==> config.mk <==
export PLATFORM = sky130hd
export DESIGN_NAME = plic_gateway_flat
export DESIGN_NICKNAME = d
export VERILOG_FILES = /design/src/rtl/plic_gateway_pkg.sv /design/src/rtl/plic_gateway_if.sv /design/src/rtl/plic_gateway_cell.sv /design/src/rtl/plic_gateway.sv /design/src/flat_wrapper.sv
export SDC_FILE = /design/constraint.sdc
export NUM_CORES = 1
export LEC_CHECK = 0
export CAP_MARGIN = 20
export CORE_ASPECT_RATIO = 1.75
export CORE_UTILIZATION = 32
export CTS_BUF_LIST = sky130_fd_sc_hd__clkbuf_4 sky130_fd_sc_hd__clkbuf_8 sky130_fd_sc_hd__clkbuf_16
export DETAILED_ROUTE_END_ITERATION = 7
export PLACE_DENSITY_LB_ADDON = 0.1
export REMOVE_ABC_BUFFERS = 1
export SETUP_SLACK_MARGIN = 0.15
export SYNTH_ARGS = -nofsm -noshare
export SYNTH_HDL_FRONTEND = slang
export SYNTH_SLANG_ARGS = --single-unit
==> constraint.sdc <==
create_clock -name clk_i -period 3.6 [get_ports clk_i]
set_clock_uncertainty 0.2 [all_clocks]
set_input_delay 0.72 -clock clk_i [delete_from_list [all_inputs] [get_ports clk_i]]
set_output_delay 0.72 -clock clk_i [all_outputs]
set_load 0.03 [all_outputs]
==> src/rtl/plic_gateway_pkg.sv <==
// Shared types and default sizing for the PLIC gateway array.
// Each source walks IDLE -> PEND -> CLAIMED -> IDLE.
package plic_gw_pkg;

    localparam int IRQ_NUM_DEF     = 32;
    localparam int IRQ_WIDTH_DEF   = $clog2(IRQ_NUM_DEF);
    localparam int SYNC_STAGES_DEF = 2;
    localparam int CNT_WIDTH_DEF   = 3;

    typedef enum logic [1:0] {
        IDLE    = 2'd0,
        PEND    = 2'd1,
        CLAIMED = 2'd2
    } gw_state_e;

endpackage

==> src/rtl/plic_gateway_if.sv <==
// Claim/complete strobe bus from plic_core into the gateway array.
// Master drives the strobes; the gateway array is the slave.
interface plic_gateway_if #(
    parameter int IRQ_WIDTH = 5
) ();

    logic                 clam_i;
    logic [IRQ_WIDTH-1:0] clam_id_i;
    logic                 comp_i;
    logic [IRQ_WIDTH-1:0] comp_id_i;

    modport master (output clam_i, clam_id_i, comp_i, comp_id_i);
    modport slave  (input  clam_i, clam_id_i, comp_i, comp_id_i);

endinterface

==> src/rtl/plic_gateway_cell.sv <==
// One gateway source: synchroniser, edge detector, edge pending counter,
// and the IDLE/PEND/CLAIMED request state machine.
module plic_gateway_cell
    import plic_gw_pkg::*;
#(
    parameter int SYNC_STAGES = 2,
    parameter int CNT_WIDTH   = 3
) (
    input  logic i_clk,
    input  logic i_rst_n,
    input  logic i_irq,
    input  logic i_tm,
    input  logic i_en,
    input  logic i_claim,
    input  logic i_comp,
    output logic o_ip,
    output logic o_busy,
    output logic o_ovf
);

    localparam logic [CNT_WIDTH-1:0] CNT_MAX = '1;

    logic [SYNC_STAGES-1:0] r_sync;
    logic                   r_sd;
    logic                   r_rise;
    logic                   r_tm;
    logic [CNT_WIDTH-1:0]   r_cnt;
    logic                   r_ovf;
    gw_state_e              r_state;

    gw_state_e              w_state_next;
    logic [CNT_WIDTH-1:0]   w_cnt_next;
    logic                   w_ovf_next;
    logic                   w_s;
    logic                   w_rise;
    logic                   w_take;
    logic                   w_done;
    logic                   w_tm_chg;

    assign w_s = r_sync[SYNC_STAGES-1];

    // The rise is registered so level and edge sources see the same latency.
    always_ff @(posedge i_clk or negedge i_rst_n) begin
        if (!i_rst_n) begin
            r_sync <= '0;
            r_sd   <= 1'b0;
            r_rise <= 1'b0;
            r_tm   <= 1'b0;
        end else begin
            r_sync <= {r_sync[SYNC_STAGES-2:0], i_irq};
            r_sd   <= w_s;
            r_rise <= w_s & ~r_sd;
            r_tm   <= i_tm;
        end
    end

    assign w_rise   = r_rise & i_tm;
    assign w_tm_chg = r_tm ^ i_tm;
    assign w_take   = (r_state == IDLE) & i_en & (i_tm ? ((r_cnt != '0) | w_rise) : r_sd);
    assign w_done   = (r_state == CLAIMED) & i_comp;

    always_comb begin
        w_state_next = r_state;
        case (r_state)
            IDLE:    if (w_take)  w_state_next = PEND;
            PEND:    if (i_claim) w_state_next = CLAIMED;
            CLAIMED: if (i_comp)  w_state_next = IDLE;
            default:              w_state_next = IDLE;
        endcase
    end

    // An overflow rise in the completing cycle wins over the completion clear.
    always_comb begin
        w_cnt_next = r_cnt;
        w_ovf_next = r_ovf;
        if (w_tm_chg) begin
            w_cnt_next = '0;
            w_ovf_next = 1'b0;
        end else begin
            if (w_done) w_ovf_next = 1'b0;
            if (i_tm) begin
                if (w_rise && !w_take) begin
                    if (r_cnt == CNT_MAX) w_ovf_next = 1'b1;
                    else                  w_cnt_next = r_cnt + 1'b1;
                end else if (!w_rise && w_take) begin
                    w_cnt_next = r_cnt - 1'b1;
                end
            end
        end
    end

    always_ff @(posedge i_clk or negedge i_rst_n) begin
        if (!i_rst_n) begin
            r_state <= IDLE;
            r_cnt   <= '0;
            r_ovf   <= 1'b0;
        end else begin
            r_state <= w_state_next;
            r_cnt   <= w_cnt_next;
            r_ovf   <= w_ovf_next;
        end
    end

    assign o_ip   = (r_state == PEND);
    assign o_busy = (r_state != IDLE);
    assign o_ovf  = r_ovf;

endmodule

==> src/rtl/plic_gateway.sv <==
// Gateway array in front of plic_core: decodes claim/complete ids to
// per-source strobes and instantiates one cell per source; source 0 is reserved.
module plic_gateway
    import plic_gw_pkg::*;
#(
    parameter int IRQ_NUM     = IRQ_NUM_DEF,
    parameter int IRQ_WIDTH   = IRQ_WIDTH_DEF,
    parameter int SYNC_STAGES = SYNC_STAGES_DEF,
    parameter int CNT_WIDTH   = CNT_WIDTH_DEF
) (
    input  logic               clk_i,
    input  logic               rst_n_i,
    input  logic [IRQ_NUM-1:0] irq_i,
    input  logic [IRQ_NUM-1:0] tm_i,
    input  logic               en_i,
    plic_gateway_if.slave      bus,
    output logic [IRQ_NUM-1:0] ip_o,
    output logic [IRQ_NUM-1:0] busy_o,
    output logic [IRQ_NUM-1:0] ovf_o
);

    logic [IRQ_NUM-1:1] w_claim_oh;
    logic [IRQ_NUM-1:1] w_comp_oh;
    logic               w_unused;

    assign w_unused  = irq_i[0] ^ tm_i[0];
    assign ip_o[0]   = 1'b0;
    assign busy_o[0] = 1'b0;
    assign ovf_o[0]  = 1'b0;

    for (genvar i = 1; i < IRQ_NUM; i++) begin : g_cell
        assign w_claim_oh[i] = bus.clam_i & (bus.clam_id_i == IRQ_WIDTH'(i));
        assign w_comp_oh[i]  = bus.comp_i & (bus.comp_id_i == IRQ_WIDTH'(i));

        plic_gateway_cell #(
            .SYNC_STAGES (SYNC_STAGES),
            .CNT_WIDTH   (CNT_WIDTH)
        ) u_cell (
            .i_clk   (clk_i),
            .i_rst_n (rst_n_i),
            .i_irq   (irq_i[i]),
            .i_tm    (tm_i[i]),
            .i_en    (en_i),
            .i_claim (w_claim_oh[i]),
            .i_comp  (w_comp_oh[i]),
            .o_ip    (ip_o[i]),
            .o_busy  (busy_o[i]),
            .o_ovf   (ovf_o[i])
        );
    end

endmodule

==> src/flat_wrapper.sv <==
// flat-port wrapper written by rule: the top's interface ports become plain ports
module plic_gateway_flat import plic_gw_pkg::*;
#(
    parameter int IRQ_NUM     = IRQ_NUM_DEF,
    parameter int IRQ_WIDTH   = IRQ_WIDTH_DEF,
    parameter int SYNC_STAGES = SYNC_STAGES_DEF,
    parameter int CNT_WIDTH   = CNT_WIDTH_DEF
)
  (clk_i, rst_n_i, irq_i, tm_i, en_i, ip_o, busy_o, ovf_o, bus_clam_i, bus_clam_id_i, bus_comp_i, bus_comp_id_i);
  plic_gateway_if #(.IRQ_WIDTH(IRQ_WIDTH)) bus_i ();
  input  logic clk_i;
  input  logic rst_n_i;
  input  logic [IRQ_NUM-1:0] irq_i;
  input  logic [IRQ_NUM-1:0] tm_i;
  input  logic en_i;
  output logic [IRQ_NUM-1:0] ip_o;
  output logic [IRQ_NUM-1:0] busy_o;
  output logic [IRQ_NUM-1:0] ovf_o;
  input wire logic [$bits(bus_i.clam_i)-1:0] bus_clam_i;
  input wire logic [$bits(bus_i.clam_id_i)-1:0] bus_clam_id_i;
  input wire logic [$bits(bus_i.comp_i)-1:0] bus_comp_i;
  input wire logic [$bits(bus_i.comp_id_i)-1:0] bus_comp_id_i;
  assign bus_i.clam_i = bus_clam_i;
  assign bus_i.clam_id_i = bus_clam_id_i;
  assign bus_i.comp_i = bus_comp_i;
  assign bus_i.comp_id_i = bus_comp_id_i;
  plic_gateway #(.IRQ_NUM(IRQ_NUM), .IRQ_WIDTH(IRQ_WIDTH), .SYNC_STAGES(SYNC_STAGES), .CNT_WIDTH(CNT_WIDTH)) u_core (.clk_i(clk_i), .rst_n_i(rst_n_i), .irq_i(irq_i), .tm_i(tm_i), .en_i(en_i), .bus(bus_i), .ip_o(ip_o), .busy_o(busy_o), .ovf_o(ovf_o));
endmodule
* Yosys cells after proc, flatten, opt, wreduce, memory -nomap -nowiden
Index checks and enable logic that the tools add are counted.
** Word-level totals
- Register bits :: 341
- Input bits :: 79
- Output and inout bits :: 96
- Logic and storage cells :: 1674
** Operators by class
- Add/sub/neg operators :: 62
- Eq/ne operators :: 279
- Muxes and demuxes :: 465
- Bitwise operators :: 310
- Reductions and logical operators :: 341
** Operators with widths (count)
- 2-to-1 mux 3 bit :: 155
- bitwise AND 1 bit :: 217
- 2-to-1 mux 1 bit :: 186
- 2-to-1 mux 2 bit :: 93
- != test 2 bit (second input constant) :: 93
- one-hot mux 2 bit (3 select lines) :: 31
- AND reduction 3 bit :: 62
- nonzero test 3 bit :: 62
- == test 5 bit (second input constant) :: 32
- nonzero test 2 bit :: 62
- adder 3 x 1 -> 3 bit (second input constant) :: 31
- == test 3 bit (second input constant) :: 31
- != test 3 bit (second input constant) :: 31
- subtractor 3 x 1 -> 3 bit (second input constant) :: 31
- == test 5 x 4 -> 1 bit (second input constant) :: 16
- == test 2 x 1 -> 1 bit (second input constant) :: 31
- == test 2 bit (second input constant) :: 31
- logical AND 1 bit :: 62
- zero test 1 bit :: 62
- zero test 2 bit :: 31
- == test 5 x 3 -> 1 bit (second input constant) :: 8
- inverter 1 bit :: 31
- OR 1 bit :: 31
- bitwise XOR 1 bit :: 31
- 2 further kinds :: 6

* Logic depth before layout (Yosys ltp)
- Word-level depth :: 9
- Mapped depth :: 9
- Gate-level depth less buffers :: 8

* Hierarchy
A second synthesis with hierarchy kept.
** Unflattened totals
- Cell total of the unflattened synthesis :: 1597
- Area, all modules :: 16763.6 µm²
** By module, submodules not included
- plic_gateway_cell at u_core.g_cell[10].u_cell ... :: times used 10, cells an instance 49, area an instance 524.3 µm², sequential area each 275.3 µm²
- plic_gateway_cell at u_core.g_cell[22].u_cell ... :: times used 10, cells an instance 48, area an instance 524.3 µm², sequential area each 275.3 µm²
- plic_gateway_cell at u_core.g_cell[31].u_cell ... :: times used 7, cells an instance 48, area an instance 521.8 µm², sequential area each 275.3 µm²
- plic_gateway_cell at u_core.g_cell[8].u_cell :: times used 1, cells an instance 50, area an instance 543.0 µm², sequential area each 275.3 µm²
- plic_gateway_cell at u_core.g_cell[21].u_cell :: times used 1, cells an instance 48, area an instance 539.3 µm², sequential area each 275.3 µm²
- plic_gateway_cell at u_core.g_cell[1].u_cell :: times used 1, cells an instance 50, area an instance 536.8 µm², sequential area each 275.3 µm²
- plic_gateway_cell at u_core.g_cell[19].u_cell :: times used 1, cells an instance 47, area an instance 528.0 µm², sequential area each 275.3 µm²
- plic_gateway :: times used 1, cells an instance 96, area an instance 479.2 µm², sequential area each 0.0 µm²

* Worst setup path before layout
Ideal clock, no wire load.
- Path type :: input -> register
- From :: input en_i
- To :: register u_core.g_cell[27].u_cell.r_cnt[2]
- Library setup time :: 120 ps
- Arrival time :: 2393 ps
- Required time :: 3280 ps
- Setup slack :: 887 ps
- Stages :: 9
- Buffers on the path :: 1
- Cell sequence :: clkbuf_1 nor3b_1 nor2_1 xnor2_1 ha_1 nor2_1 mux2i_1 or2_2 a31o_2
** Between the ends
- Cells in the longest elaborated chain, start to end :: 7
- Elaborated cells on any way between the ends :: 11
- Classes of those cells :: eq/ne (1); mux (3); bitwise (2); reduce/logical (5)
** RTL lines
- start, declared :: RTL line flat_wrapper.sv:15 : input logic en_i;
- bitwise AND 1 bit (*) (2 in a row) :: RTL line plic_gateway_cell.sv:59 : assign w_take = (r_state == IDLE) & i_en & (i_tm ? ((r_cnt != '0) | w_rise) : r_sd);
- zero test 1 bit :: RTL line plic_gateway_cell.sv:82 : if (w_rise && !w_take) begin
- logical AND 1 bit :: RTL line plic_gateway_cell.sv:82
- 2-to-1 mux 3 bit :: RTL line plic_gateway_cell.sv:82
- 2-to-1 mux 3 bit :: RTL line plic_gateway_cell.sv:81 : if (i_tm) begin
- 2-to-1 mux 3 bit :: RTL line plic_gateway_cell.sv:76 : if (w_tm_chg) begin
- end signal, assigned :: RTL line plic_gateway_cell.sv:99 : r_cnt <= w_cnt_next;
- end, declared :: RTL line plic_gateway_cell.sv:27 : logic [CNT_WIDTH-1:0] r_cnt;
Mark *: on every way between the ends. The rest lies on a longest branch, timed or not. The select of a mux whose other input is x is not followed.
A chain may end at the register's enable or synchronous reset.

* Worst setup path after layout
- From :: register u_core.g_cell[1].u_cell.r_state[0]
- To :: output ip_o[1]
** Between the ends
- Cells in the longest elaborated chain, start to end :: 1
** RTL lines
- start, declared :: RTL line plic_gateway_cell.sv:29 : gw_state_e r_state;
- start signal, assigned :: RTL line plic_gateway_cell.sv:98 : r_state <= w_state_next;
- == test 2 x 1 -> 1 bit :: RTL line plic_gateway_cell.sv:104 : assign o_ip = (r_state == PEND);
- end, declared :: RTL line flat_wrapper.sv:16 : output logic [IRQ_NUM-1:0] ip_o;
No other way between the ends.

==> out/results.md <==
| Stage | Quantity | Reported |
|:---|:---|:---|
| timing | Final Hold Slack | 0.146 ns |
| yosys | Proportion of netlist area held by the largest area contributor | 0.486 |
| timing | Final number of max-transition violations | 0 |
| global route | Met1 demand-to-capacity share in global routing | 0.191 |
| final layout | Layout net count | 2031 |
| yosys | Leading cell type by number of instances after synthesis | dfrtp_1 |
| cts | Clk slew on worst S/H paths | 0.06 ns |
| cts | Maximum buffer depth of the clock tree | 3 |
| route | DRC Markers | 0 |
| run status | Status | complete, no violations |
| final layout | Layout overhead on the synthesized area | 20.0% |
| floorplanning | I/O pin count | 175 |
| placement | Half-perimeter wire length of the detailed placement result | 33600 um |
| setup path | Crit-path max cell delay | 0.74 ns |
| floorplanning | Die outline height | 312 um |
| yosys | Number of synthesized flops with an enable pin | 0 |
| cts | CTS HTree Levels | 2 |
| setup path | Critical Path, Cell by Cell | nor2b_1 > clkdlybuf4s50_1 |
| job | Max-cap violations | 0 |
| setup path | Critical R2R Launch | u_core.g_cell[13].u_cell.r_state[1]$_DFFE_PN0P_ |
| global route | Number of global-route vias before repair | 13600 |
| yosys | Ys async rst share | 1.00 |
| floorplanning | Initial core utilization | 0.324 |
| setup path | Crit path buf inv count | 1 |
| timing | Worst-case setup margin in the final layout | 0.637 ns |
| placement | Pre-CTS setup slack | 0.327 ns |
| route | Iteration-0 DRC count of the detailed router | 458 |
| cts | # clock sinks | 341 |
| setup path | Worst setup path start | u_core.g_cell[1].u_cell.r_state[0]$_DFFE_PN0P_ |
| global route | Aggregate global-route resource usage | 0.167 |
| setup path | Worst endpoint required time | 2.68 ns |
| yosys | Post-synthesis instance area | 0.0175 mm^2 |
| yosys | Synthesized instance count | 1750 |
| yosys | Number of warnings reported in the yosys synthesis log | 0 |
| yosys | Leading area contributor after synthesis | dfrtp_1 |
| setup path | Top cell family by delay on the critical path | buffers and inverters |
| global route | Top Usage Layer GRT | met2 |
| setup path | Worst path arrival time | 2.04 ns |
| timing | Count of final setup violators | 0 |
| final layout | Post-route core utilization | 0.389 |
| setup path | Worst setup path category | flip-flop to output pin |
| power | Max IR drop VDD | 0.296 mV |
| cts | Clock buffers created by TritonCTS | 38 |
| yosys | Sequential-to-total area share from yosys stat | 0.486 |
| route | DRT Wirelength | 45000 um |
| yosys | Average footprint of a synthesized cell | 10.0 um^2 |
| final layout | Share of post-route cells with drive strength above 1 | 0.123 |
| global route | First-pass GRT wire length | 72500 um |
| timing | Min Clock Period, post-route | 2.96 ns |
| min path | Hold Crit Start | u_core.g_cell[18].u_cell.r_sync[0]$_DFF_PN0_ |
| global route | Antenna violations before repair | 4 |
| cts | Clock root buffer | clkbuf_16 |
| placement | Port-buffer cells | 169 |
| yosys | #FFs+latches synth | 341 |
| yosys | Most used DFF post-synth | dfrtp_1 |
| min path | Worst hold path class | flip-flop to flip-flop |
| timing | Count of endpoints failing hold in the final timing report | 0 |
| yosys | Most instantiated cells after synthesis | 341 x dfrtp_1, 181 x nand2_1, 120 x inv_1 |
| power | Pleak | 9.11 nW |
| cts | CTS tree | done |
| global route | Overflow after GRT | 0 |
| final layout | Filler cell count in the final layout | 5384 |
| route | Via-per-instance ratio | 5.03 |
| floorplanning | Die area | 0.0558 mm^2 |
| global route | Met3 layer usage reported by global route | 0.0366 |
| route | Average detailed-routed wire length per instance | 17.3 um |
| timing | Setup repair after global routing missed its margin | no |
| setup path | Sort of element at the start of the critical path | flip-flop |
| route | TritonRoute pass-1 iters | 5 |
| yosys | Synth top area cells | dfrtp_1 49%, buf_4 4.1%, nand2_1 3.9% |
| timing | Sum of negative setup slack | 0 ns |
| global route | Routing usage on met2 | 0.300 |
| floorplanning | Floorplan Core Area | 0.0542 mm^2 |
| power | Power consumption | 13.9 mW |
| route | Detail Route Antenna Nets | 0 |
| power | P per Cell Area | 661 mW/mm^2 |
| timing | Post-route clock period utilization | 0.823 |
| route | Vias | 13100 |
| floorplanning | Cell Rows | 113 |
| setup path | Worst-path cell with the longest stage delay | clkdlybuf4s50_1 |
| placement | Final estimated routing congestion in global placement | 0.792 |
| setup path | Critical path fanouts, max | 5 |
| timing | Worst-margin pin slew | 0.703 ns |
| floorplanning | DIE WIDTH | 179 um |
| global route | Maximum number of pins on one net before global-route repair | 72 |
| timing | Max-Slew Margin vs Limit | 0.530 |
| cts | Clk Latency, worst-skew pair | 0.55 ns |
| timing | Achievable frequency | 0.337 GHz |
| setup path | Capturing element type of the critical path | output pin |
| yosys | Distinct cell type count after synthesis | 63 |
## power breakdown
part / total, mW / internal [mW] / switching, mW / leakage, nW
Clock: 4.20 / 2.55 / 1.64 / 0.678
Combinational: 4.63 / 2.13 / 2.49 / 4.16
Sequential: 5.09 / 4.44 / 0.645 / 4.27
## cell families (layout without fill, tap and decap cells)
group | after synthesis | after routing | synth area share
fa+ha+maj | 62 | 62 | 0.0485
simple gates | 676 | 676 | 0.202
compound gates | 359 | 359 | 0.147
xor+xnor | 31 | 31 | 0.0155
mux | 51 | 51 | 0.0307
flops | 341 | 341 | 0.486
other cells | 1 | 4 | 0.000214
buf+inv | 229 | 395 | 0.0697
## flip-flops by register name, indices dropped and copies added, names as in the netlist
| signal | cells |
|---|---|
| u_core.g_cell.u_cell.r_sd | 31 |
| u_core.g_cell.u_cell.r_sync | 62 |
| u_core.g_cell.u_cell.r_cnt | 93 |
| u_core.g_cell.u_cell.r_tm | 31 |
| u_core.g_cell.u_cell.o_ovf | 31 |
| u_core.g_cell.u_cell.r_state | 62 |
| u_core.g_cell.u_cell.r_rise | 31 |
## cell type report
type,count,area [um^2],area share
multi-input combinational,1182,7810,0.371
timing repair buffer,207,2040,0.0970
clock inverter,10,128,0.00606
inverter,120,450,0.0214
clock buffer,58,1220,0.0581
sequential,341,8530,0.405
tap,690,863,0.0410
antenna,1,2.50,0.000119
## timing repair
item	CTS	global route
hold buffers	1	0
resized for setup	0	0
setup endpoints to repair	0	0
buffers inserted	0	0
endpoints found under the hold margin	48	0
## per-stage QoR
step / area [um^2] / std cells
6_report: 21000 / 2609
5_1_grt: 21000 / 2608
4_1_cts: 21000 / 2608
3_5_place_dp: 19700 / 2539
3_3_place_gp: 19700 / 2539
2_1_floorplan: 16800 / 1643
## metal layers
layer  share of wire  vias to the layer above  routed length (um)
met5          0.0012                        -                  53
met2            0.52                      221               23600
met4           0.026                        8                1170
met1            0.40                     6465               17800
li1                -                     6367                   -
met3           0.052                       74                2350
## worst paths after layout
path                                                                   to  slack, ns  depth (start not counted)
hold / removal               u_core.g_cell[18].u_cell.r_sync[1]$_DFF_PN0_       0.15                          0
setup reg to reg            u_core.g_cell[13].u_cell.r_cnt[2]$_DFFE_PN0P_       1.13                          8
setup / recovery                                                  ip_o[1]       0.64                          2
hold reg to reg              u_core.g_cell[18].u_cell.r_sync[1]$_DFF_PN0_       0.15                          0
min in group asynchronous        u_core.g_cell[21].u_cell.o_ovf$_DFF_PN0_       0.56                          2
max in group asynchronous  u_core.g_cell[9].u_cell.r_state[1]$_DFFE_PN0P_       1.80                          3
## placed cells by master, fill, tap and decap left out, types with 28 or more instances in the layout
cell / instances
nor3_1: 31
nor2b_1: 68
clkdlybuf4s50_1: 167
o21ai_0: 76
nand3_1: 34
o31ai_1: 29
buf_4: 32
mux2i_1: 29
a21oi_1: 48
nor2_1: 98
nor4_1: 28
nand2b_1: 42
dfrtp_1: 341
clkbuf_16: 41
nand2_1: 181
or2_2: 71
ha_1: 52
inv_1: 120
## worst register-to-register path, stage by stage (launching register included)
cell     delay, ns
dfrtp_1       0.42
nor3b_1       0.45
nor2_1        0.19
xnor2_1       0.17
ha_1          0.20
nor2_1        0.08
mux2i_1       0.09
or2_2         0.31
a31o_2        0.25
(Power assumes the default switching activity.)
